==> src/rtl/cdb_arbiter_pkg.sv <==
// Shared widths, FIFO entry layout and source encoding for the common data bus arbiter.
package cdb_arbiter_pkg;

  localparam int ROB_POS_WID    = 4;
  localparam int DATA_WID       = 32;
  localparam int CDB_FIFO_DEPTH = 2;

  typedef struct packed {
    logic [ROB_POS_WID-1:0] rob_pos;
    logic [DATA_WID-1:0]    val;
  } cdb_entry_t;

  typedef enum logic {
    SRC_ALU = 1'b0,
    SRC_LSB = 1'b1
  } cdb_src_e;

endpackage

==> src/rtl/cdb_fifo.sv <==
// Two-entry result queue feeding the CDB arbiter; one instance per producing unit.
module cdb_fifo
  import cdb_arbiter_pkg::*;
(
  input  logic       clk,
  input  logic       rst,
  input  logic       push,
  input  logic       pop,
  input  logic       flush,
  input  cdb_entry_t din,
  output logic       full,
  output logic       empty,
  output cdb_entry_t head
);

  cdb_entry_t mem [CDB_FIFO_DEPTH];
  logic       wr_ptr;
  logic       rd_ptr;
  logic [1:0] count;
  logic       do_push;
  logic       do_pop;

  assign full    = (count == 2'(CDB_FIFO_DEPTH));
  assign empty   = (count == 2'd0);
  assign head    = mem[rd_ptr];
  assign do_push = push && !full && !flush;
  assign do_pop  = pop && !empty && !flush;

  // NOTE: storage is deliberately not reset; count gates every read, so stale slots are never seen.
  always_ff @(posedge clk) begin
    if (do_push) mem[wr_ptr] <= din;
  end

  // NOTE: non-blocking assignments so count and both pointers all update from pre-edge values.
  always_ff @(posedge clk) begin
    if (rst || flush) begin
      wr_ptr <= 1'b0;
      rd_ptr <= 1'b0;
      count  <= 2'd0;
    end else begin
      // One-bit pointers wrap modulo the depth by themselves.
      if (do_push) wr_ptr <= ~wr_ptr;
      if (do_pop)  rd_ptr <= ~rd_ptr;
      case ({do_push, do_pop})
        2'b10:   count <= count + 2'd1;
        2'b01:   count <= count - 2'd1;
        default: count <= count;
      endcase
    end
  end

endmodule

==> src/rtl/cdb_arbiter.sv <==
// Arbitrates ALU and LSB results onto one registered CDB broadcast, alternating under contention.
module cdb_arbiter
  import cdb_arbiter_pkg::*;
(
  input  logic                   clk,
  input  logic                   rst,
  input  logic                   rdy,
  input  logic                   rollback,
  input  logic                   alu_valid,
  input  logic [ROB_POS_WID-1:0] alu_rob_pos,
  input  logic [DATA_WID-1:0]    alu_val,
  output logic                   alu_ready,
  input  logic                   lsb_valid,
  input  logic [ROB_POS_WID-1:0] lsb_rob_pos,
  input  logic [DATA_WID-1:0]    lsb_val,
  output logic                   lsb_ready,
  output logic                   cdb_valid,
  output logic [ROB_POS_WID-1:0] cdb_rob_pos,
  output logic [DATA_WID-1:0]    cdb_val,
  output logic                   cdb_src
);

  cdb_entry_t alu_din, lsb_din, alu_head, lsb_head, win_head;
  logic       alu_full, alu_empty, lsb_full, lsb_empty;
  logic       active, grant, alu_pop, lsb_pop;
  cdb_src_e   winner, last_grant;

  assign active    = rdy && !rollback && !rst;
  assign alu_ready = active && !alu_full;
  assign lsb_ready = active && !lsb_full;
  assign alu_din   = {alu_rob_pos, alu_val};
  assign lsb_din   = {lsb_rob_pos, lsb_val};

  // NOTE: every output of this block gets a default first so no latch is inferred.
  always_comb begin
    grant    = 1'b0;
    winner   = SRC_ALU;
    win_head = alu_head;
    if (active) begin
      if (!alu_empty && !lsb_empty) begin
        grant  = 1'b1;
        winner = (last_grant == SRC_LSB) ? SRC_ALU : SRC_LSB;
      end else if (!alu_empty) begin
        grant  = 1'b1;
        winner = SRC_ALU;
      end else if (!lsb_empty) begin
        grant  = 1'b1;
        winner = SRC_LSB;
      end
    end
    if (winner == SRC_LSB) win_head = lsb_head;
  end

  assign alu_pop = grant && (winner == SRC_ALU);
  assign lsb_pop = grant && (winner == SRC_LSB);

  cdb_fifo u_alu_fifo (
    .clk   (clk),
    .rst   (rst),
    .push  (alu_valid && alu_ready),
    .pop   (alu_pop),
    .flush (rollback),
    .din   (alu_din),
    .full  (alu_full),
    .empty (alu_empty),
    .head  (alu_head)
  );

  cdb_fifo u_lsb_fifo (
    .clk   (clk),
    .rst   (rst),
    .push  (lsb_valid && lsb_ready),
    .pop   (lsb_pop),
    .flush (rollback),
    .din   (lsb_din),
    .full  (lsb_full),
    .empty (lsb_empty),
    .head  (lsb_head)
  );

  // Rollback outranks a stall; a stall freezes the broadcast so consumers can qualify with rdy.
  always_ff @(posedge clk) begin
    if (rst) begin
      cdb_valid   <= 1'b0;
      cdb_rob_pos <= '0;
      cdb_val     <= '0;
      cdb_src     <= 1'b0;
      last_grant  <= SRC_LSB;
    end else if (rollback) begin
      cdb_valid <= 1'b0;
    end else if (rdy) begin
      cdb_valid <= grant;
      if (grant) begin
        cdb_rob_pos <= win_head.rob_pos;
        cdb_val     <= win_head.val;
        cdb_src     <= (winner == SRC_LSB);
        last_grant  <= winner;
      end
    end
  end

endmodule

==> config.mk <==
export PLATFORM = sky130hd
export DESIGN_NAME = cdb_arbiter
export DESIGN_NICKNAME = d
export VERILOG_FILES = /design/src/rtl/cdb_arbiter_pkg.sv /design/src/rtl/cdb_fifo.sv /design/src/rtl/cdb_arbiter.sv
export SDC_FILE = /design/constraint.sdc
export NUM_CORES = 1
export LEC_CHECK = 0
export ABC_AREA = 1
export BUFFER_PORTS_ARGS = -buffer_cell sky130_fd_sc_hd__buf_2
export CORE_MARGIN = 4
export CORE_UTILIZATION = 50
export DETAILED_ROUTE_END_ITERATION = 10
export GPL_TIMING_DRIVEN = 0
export PLACE_DENSITY = 0.74
export SETUP_SLACK_MARGIN = 0.2
export SLEW_MARGIN = 20
export SYNTH_ARGS = -nofsm -noshare
export SYNTH_HDL_FRONTEND = slang
export SYNTH_HIERARCHICAL = 1
export SYNTH_SLANG_ARGS = --single-unit
==> constraint.sdc <==
create_clock -name clk -period 4.5 [get_ports clk]
set_input_delay 1.35 -clock clk [delete_from_list [all_inputs] [get_ports clk]]
set_output_delay 1.35 -clock clk [all_outputs]
set_load 0.01 [all_outputs]
==> flow_summary.toml, run 1 <==
[synthesis]
synth_simple_gate_area_share_pct = 13.47
synth.mux.area_fraction_pct = 12.75
async_reset_ff_share_pct = 0
synth_area_per_cell_um2 = 12.92
syn-instance-count = 629
synth-adder-area-share_pct = 0.3080
synth_edf_count = 144
yosysWarnings = 6
synth_top_family_by_area = "simple AND/OR/NAND/NOR gates"
syn_nets = 709
synth_top_area_share_pct = 53.22
syn-cell-area_um2 = 8125
synth_area_leaders = "edfxtp_1 53%, dfxtp_1 12%, mux2_4 11%"
ys_ff_latch = 193
yosysSeqAreaShare_pct = 65.29
synth.distinct_cells = 31
ys_top_cells_by_count = "144 x edfxtp_1, 91 x nand2_1, 83 x nor2_1"
synth.largest_area_cell = "edfxtp_1"
synth_xor_area_share_pct = 0
synth-compound-area-share_pct = 2.233
yosysMostFrequentCell = "edfxtp_1"
synth_ff_type = "edfxtp_1"

[pwr]
power_density_nw_per_um2 = 355.4
switchingPower_w = 0.0007102
internal_power_w = 0.002725
ir_drop_uv = 262.7
share_seq_of_total_power_pct = 55.9
pwr-share-clk_pct = 41.4
swShare_pct = 20.67
p_total_w = 0.003435
p_leak_nw = 4.025
combPwrFrac_pct = 2.7

[grt]
grt-ovfl-total = 0
grt_pass1_wl_um = 25900
grt_pass1_vias = 5233
antenna_found_initial = 2
grt_max_degree = 28
grt_use_total_pct = 18.83

[setup_path]
worstReg2RegStart = "u_alu_fifo/count[0]"
setup.worst_path.start_class = "input port"
r2r_slack_ns = 2.07
crit_slowest_cell = "nor2_8"
path_class = "input port to output pin"
required_ns = 3.15
critPathMaxStageDelay_ns = 0.24
end_kind = "output pin"
crit_fanout = 10
arrival_ns = 2.46
rr_worst_depth = 9
timing.rr.end = "u_alu_fifo/mem[0][24]"
worstPathCellList = "buf_2, buf_4, nor2_8, buf_4, inv_2, nor2_1, buf_2"

[cells_and_area]
drive_gt1_share_pct = 35.55
synthToLayoutAreaGrowth_pct = 18.94
diodes = 0
fin_nets = 849
fill_cells = 1264

[sta]
tns_ns = 0
final_hold_viol_count = 0
timing.final.crit_share_pct = 84.66
slew_viol_final = 0
max_slew_margin_pct = 47.59
setup_ws_ns = 0.6903
min_period_ns = 3.810
tightest_slew_ns = 0.7843
finalSetupViolCount = 0
fmax_mhz = 262.5
grt_setup_unrepaired = "false"
timing.hold.ws_ns = 0.4924
fin_skew_ns = 0.007950

[clocking]
root_buffer = "clkbuf_16"
cts_setup_buffers = 0
cts_tree = "built"
numCtsBuffers = 17
cts_htree_levels = 4
postCtsHoldBufs = 0
cts_buffer_depth = 2
cts.clk_slew.worst_paths_ns = 0.07
ctsResizeCount = 0
numClockSinks = 193
insertion_delay_ns = 0.43

[die]
row_count = 46
ios = 118
die_width_um = 135.5
die_area_um2 = 18350
initial_utilization_pct = 51.15
die_h_um = 135.5
design.core.area_um2 = 15890

[placement]
numPortBuffers = 117
post-dp-hpwl_um = 11690
dp_slack_ns = 0.5495
place_congestion = 0.7855

[min_path]
min_path_type = "flip-flop to flip-flop"
hold_end = "cdb_valid"
hp-start = "cdb_valid"
holdPathStages = 2

[routing]
antenna_left = 0
finalWirelength_um = 16500
via_count = 4960
detail_route.iter0.violations = 319
route.detailed.drc = 0
drtPass1Iterations = 5
wl_per_cell_um = 16.53
via_per_inst = 4.970

[flow_run]
max_cap_viol_count = 0

[outcome]
status = "finished, final reports clean"
## worst max-delay path by stage
stage	start	endpoint	cells past startpoint
CTS	rst	alu_ready	7
global placement	rst	u_lsb_fifo/mem[0][24]	10
global route	rst	lsb_ready	7
finish	rst	alu_ready	7
floorplan	rst	u_alu_fifo/mem[0][0]	9
detailed placement	rst	u_alu_fifo/mem[0][25]	11
## worst max-delay path, delay by kind of cell
kind	cells	cell delay [ns]
buffers and inverters	5	0.77
AND/OR/NAND/NOR	2	0.33
## layout make-up
class                           instances  area (um2)  area share, %
Tap cell                              216       270.3          2.796
Sequential cell                       193        5305          54.89
Clock buffer                           20       467.9          4.842
Buffer                                 25       265.3          2.745
Clock inverter                         12       97.59          1.010
Multi-Input combinational cell        353        2352          24.34
Timing Repair Buffer                  121       688.2          7.121
Inverter                               58       217.7          2.253
## power by group through the flow
stage,Combinational (W),Sequential [W],Clock (W)
5_1_grt,0.000103,0.00192,0.00154
4_1_cts,0.0000944,0.00192,0.00145
6_report,0.0000936,0.00192,0.00142
3_3_place_gp,0.0000860,0.00196,0
2_1_floorplan,0.0000340,0.00196,0
3_5_place_dp,0.0000938,0.00196,0
## cells in the final DEF (no fill, tap or decap), drive strengths merged
master,n
nor3b,2
nor2,103
clkinv,2
ha,2
nand2,94
or2,11
a21oi,17
clkbuf,24
nand3,30
and2,2
nand4,2
edfxtp,144
dfxtp,49
inv,63
clkinvlp,5
buf,142
mux2,72
o21ai,17
nand3b,1
## state kept, by name, indices dropped and copies added (netlist names), named ones only
signal and count:
u_lsb_fifo/rd_ptr 1, u_alu_fifo/wr_ptr 1, u_lsb_fifo/mem 72, cdb_val 32, cdb_src 1, u_alu_fifo/mem 72, last_grant 1, u_lsb_fifo/count 2
u_alu_fifo/count 2, u_alu_fifo/rd_ptr 1, u_lsb_fifo/wr_ptr 1, cdb_rob_pos 4, cdb_valid 1
## through the flow
stage / instance area [um2] / std cells / utilization, %
after floorplan: 8125 / 629 / -
after global placement: 8981 / 962 / 56.54
after detailed placement: 9099 / 966 / 57.28
after CTS: 9664 / 998 / 60.84
after global routing: 9664 / 998 / 60.84
final: 9664 / 998 / 60.84
## cell families after synthesis
logic type	Yosys count
AND/OR/NAND/NOR	245
flip-flops	193
buffers and inverters	83
multiplexers	72
AO/OA/AOI/OAI	34
adder cells (fa/ha/maj)	2
## routing by layer
layer	share of wire, %	global-route usage, %	wire (um)
met5	0.13	0	22
met4	2.2	7.839	361
met3	6.3	5.832	1034
met2	51	32.00	8465
met1	40	22.25	6614
Note: power is estimated with default switching activity, not from simulation.
==> run 2: changes to the inputs <==
==> constraint.sdc (replaced) <==
create_clock -name clk -period 3.4 [get_ports clk]
set_input_delay 1.02 -clock clk [delete_from_list [all_inputs] [get_ports clk]]
set_output_delay 1.02 -clock clk [all_outputs]
set_load 0.01 [all_outputs]
==> run 2 against run 1 <==
Non-clock buffer count grew 3. Worst hold slack lost 0.022 ns. Count of clock-buffer cells in the layout shrank 2. Sequential power grew 32%. Critical endpoint unchanged. Power grew 35%.
==> flow_summary.toml, run 2 (same netlist as run 1, synthesis figures left out) <==
[cells_and_area]
final_cell_mix = "144 x edfxtp_1, 122 x buf_2, 91 x nand2_1"
fin_nets = 853
reg.largest.list = "u_alu_fifo/mem x72, u_lsb_fifo/mem x72, cdb_val x32"
fin_cells = 1003
final_common_cell = "edfxtp_1"
drive_gt1_share_pct = 36.01
synthToLayoutAreaGrowth_pct = 19.71

[placement]
place_congestion = 0.7878
placed_cells = 965
dp_slack_ns = -0.3760
post-dp-hpwl_um = 11620
numPortBuffers = 117

[setup_path]
cpLargestDelayFamily = "buffers and inverters"
crit_slowest_cell = "nor2_8"
path_buf_inv = 5
worstPathCellList = "buf_2, inv_1, nand2_2, nor2_8, buf_6, inv_2, nor2_1, buf_2"
critPathMaxStageDelay_ns = 0.23
required_ns = 2.38
path_class = "input port to output pin"
r2r_slack_ns = 1.10
end_kind = "output pin"
crit_top_cell = "buf_2"
arrival_ns = 2.03
setup.worst_path.start_class = "input port"
crit_fanout = 10

[pwr]
p_leak_nw = 4.056
power_density_nw_per_um2 = 475.5
ir_drop_uv = 347.4

[routing]
finalWirelength_um = 17080
drtPass1Iterations = 5
antenna_left = 0
via_count = 4995
detail_route.iter0.violations = 366
via_per_inst = 4.980
wl_per_cell_um = 17.03
route.detailed.drc = 0

[clocking]
cts_htree_levels = 4
root_buffer = "clkbuf_16"
numCtsBuffers = 17
numClockSinks = 193
cts_buffer_depth = 2
cts.clk_slew.worst_paths_ns = 0.07
cts_tree = "built"
insertion_delay_ns = 0.43

[die]
die_width_um = 135.5
ios = 118
row_count = 46
die_area_um2 = 18350
initial_utilization_pct = 51.15
die_h_um = 135.5
design.core.area_um2 = 15890

[sta]
timing.hold.ws_ns = 0.4705
slew_viol_final = 0
setup_ws_ns = 0.3513
max_slew_margin_pct = 66.02
timing.final.crit_share_pct = 89.67
fmax_mhz = 328.0
final_hold_viol_count = 0
fin_skew_ns = 0.01032
finalSetupViolCount = 0
tns_ns = 0
tightest_slew_ns = 0.5097
min_period_ns = 3.049
grt_setup_unrepaired = "false"

[grt]
antenna_found_initial = 1
grt_use_total_pct = 19.07
grt-ovfl-total = 0
grt_max_degree = 31
grt_pass1_vias = 5106
grt_pass1_wl_um = 26140

[min_path]
min_path_type = "flip-flop to flip-flop"

[flow_run]
max_cap_viol_count = 0

[outcome]
status = "finished, final reports clean"
[run 2: metal layers]
metal	GRT usage [%]	wire (um)	up-vias
met5	0	9	-
met4	7.167	347	2
met3	5.163	1169	27
met2	32.99	8782	152
met1	22.84	6776	2393
li1	-	-	2421
[run 2: final timing paths]
path | from | endpoint | cells after the start
max | rollback | alu_ready | 8
min | cdb_valid | cdb_valid | 2
max reg2reg | u_lsb_fifo/count[1] | u_alu_fifo/count[0] | 11
min reg2reg | cdb_valid | cdb_valid | 2
[run 2: stage by stage]
stage / util [%] / total power (W) / instance area, um2
6_report: 61.23 / 0.004625 / 9727
5_1_grt: 61.22 / 0.004782 / 9724
4_1_cts: 60.77 / 0.004661 / 9653
3_5_place_dp: 57.01 / 0.002716 / 9056
3_3_place_gp: 56.63 / 0.002708 / 8996
2_1_floorplan: - / 0.002640 / 8140
[run 2: worst register-to-register path, delay by kind of cell (launching register included)]
kind,cells,cell delay [ns]
AND/OR/NAND/NOR,4,0.77
AO/OA/AOI/OAI,3,0.44
buffers and inverters,3,0.36
flip-flops,1,0.35
adder cells (fa/ha/maj),1,0.27
[run 2: where the power goes]
part / switching (W) / leakage, nW / internal (W) / total, W
Clock: 0.000902 / 0.281 / 0.00106 / 0.00196
Sequential: 0.00000374 / 1.69 / 0.00254 / 0.00254
Combinational: 0.0000690 / 2.08 / 0.0000572 / 0.000126
Total: 0.000974 / 4.06 / 0.00365 / 0.00462
[run 2: timing repair]
action | 4_1_cts | 5_1_grt
resized for setup | 1 | 1
hold buffers | 0 | 0
setup buffers | 0 | 4
pin swaps | 0 | 3
gates cloned | 1 | 0
setup endpoints to repair | 36 | 59
[run 2: cell type report]
cell class | count | area, um2
timing repair buffer | 124 | 713.2
clock buffer | 18 | 439.2
fill | 1268 | 6158
antenna | 1 | 2.502
inverter | 58 | 217.7
buffer | 25 | 269.0
sequential | 193 | 5305
tap | 216 | 270.3
multi-input combinational | 354 | 2364
clock inverter | 14 | 146.4
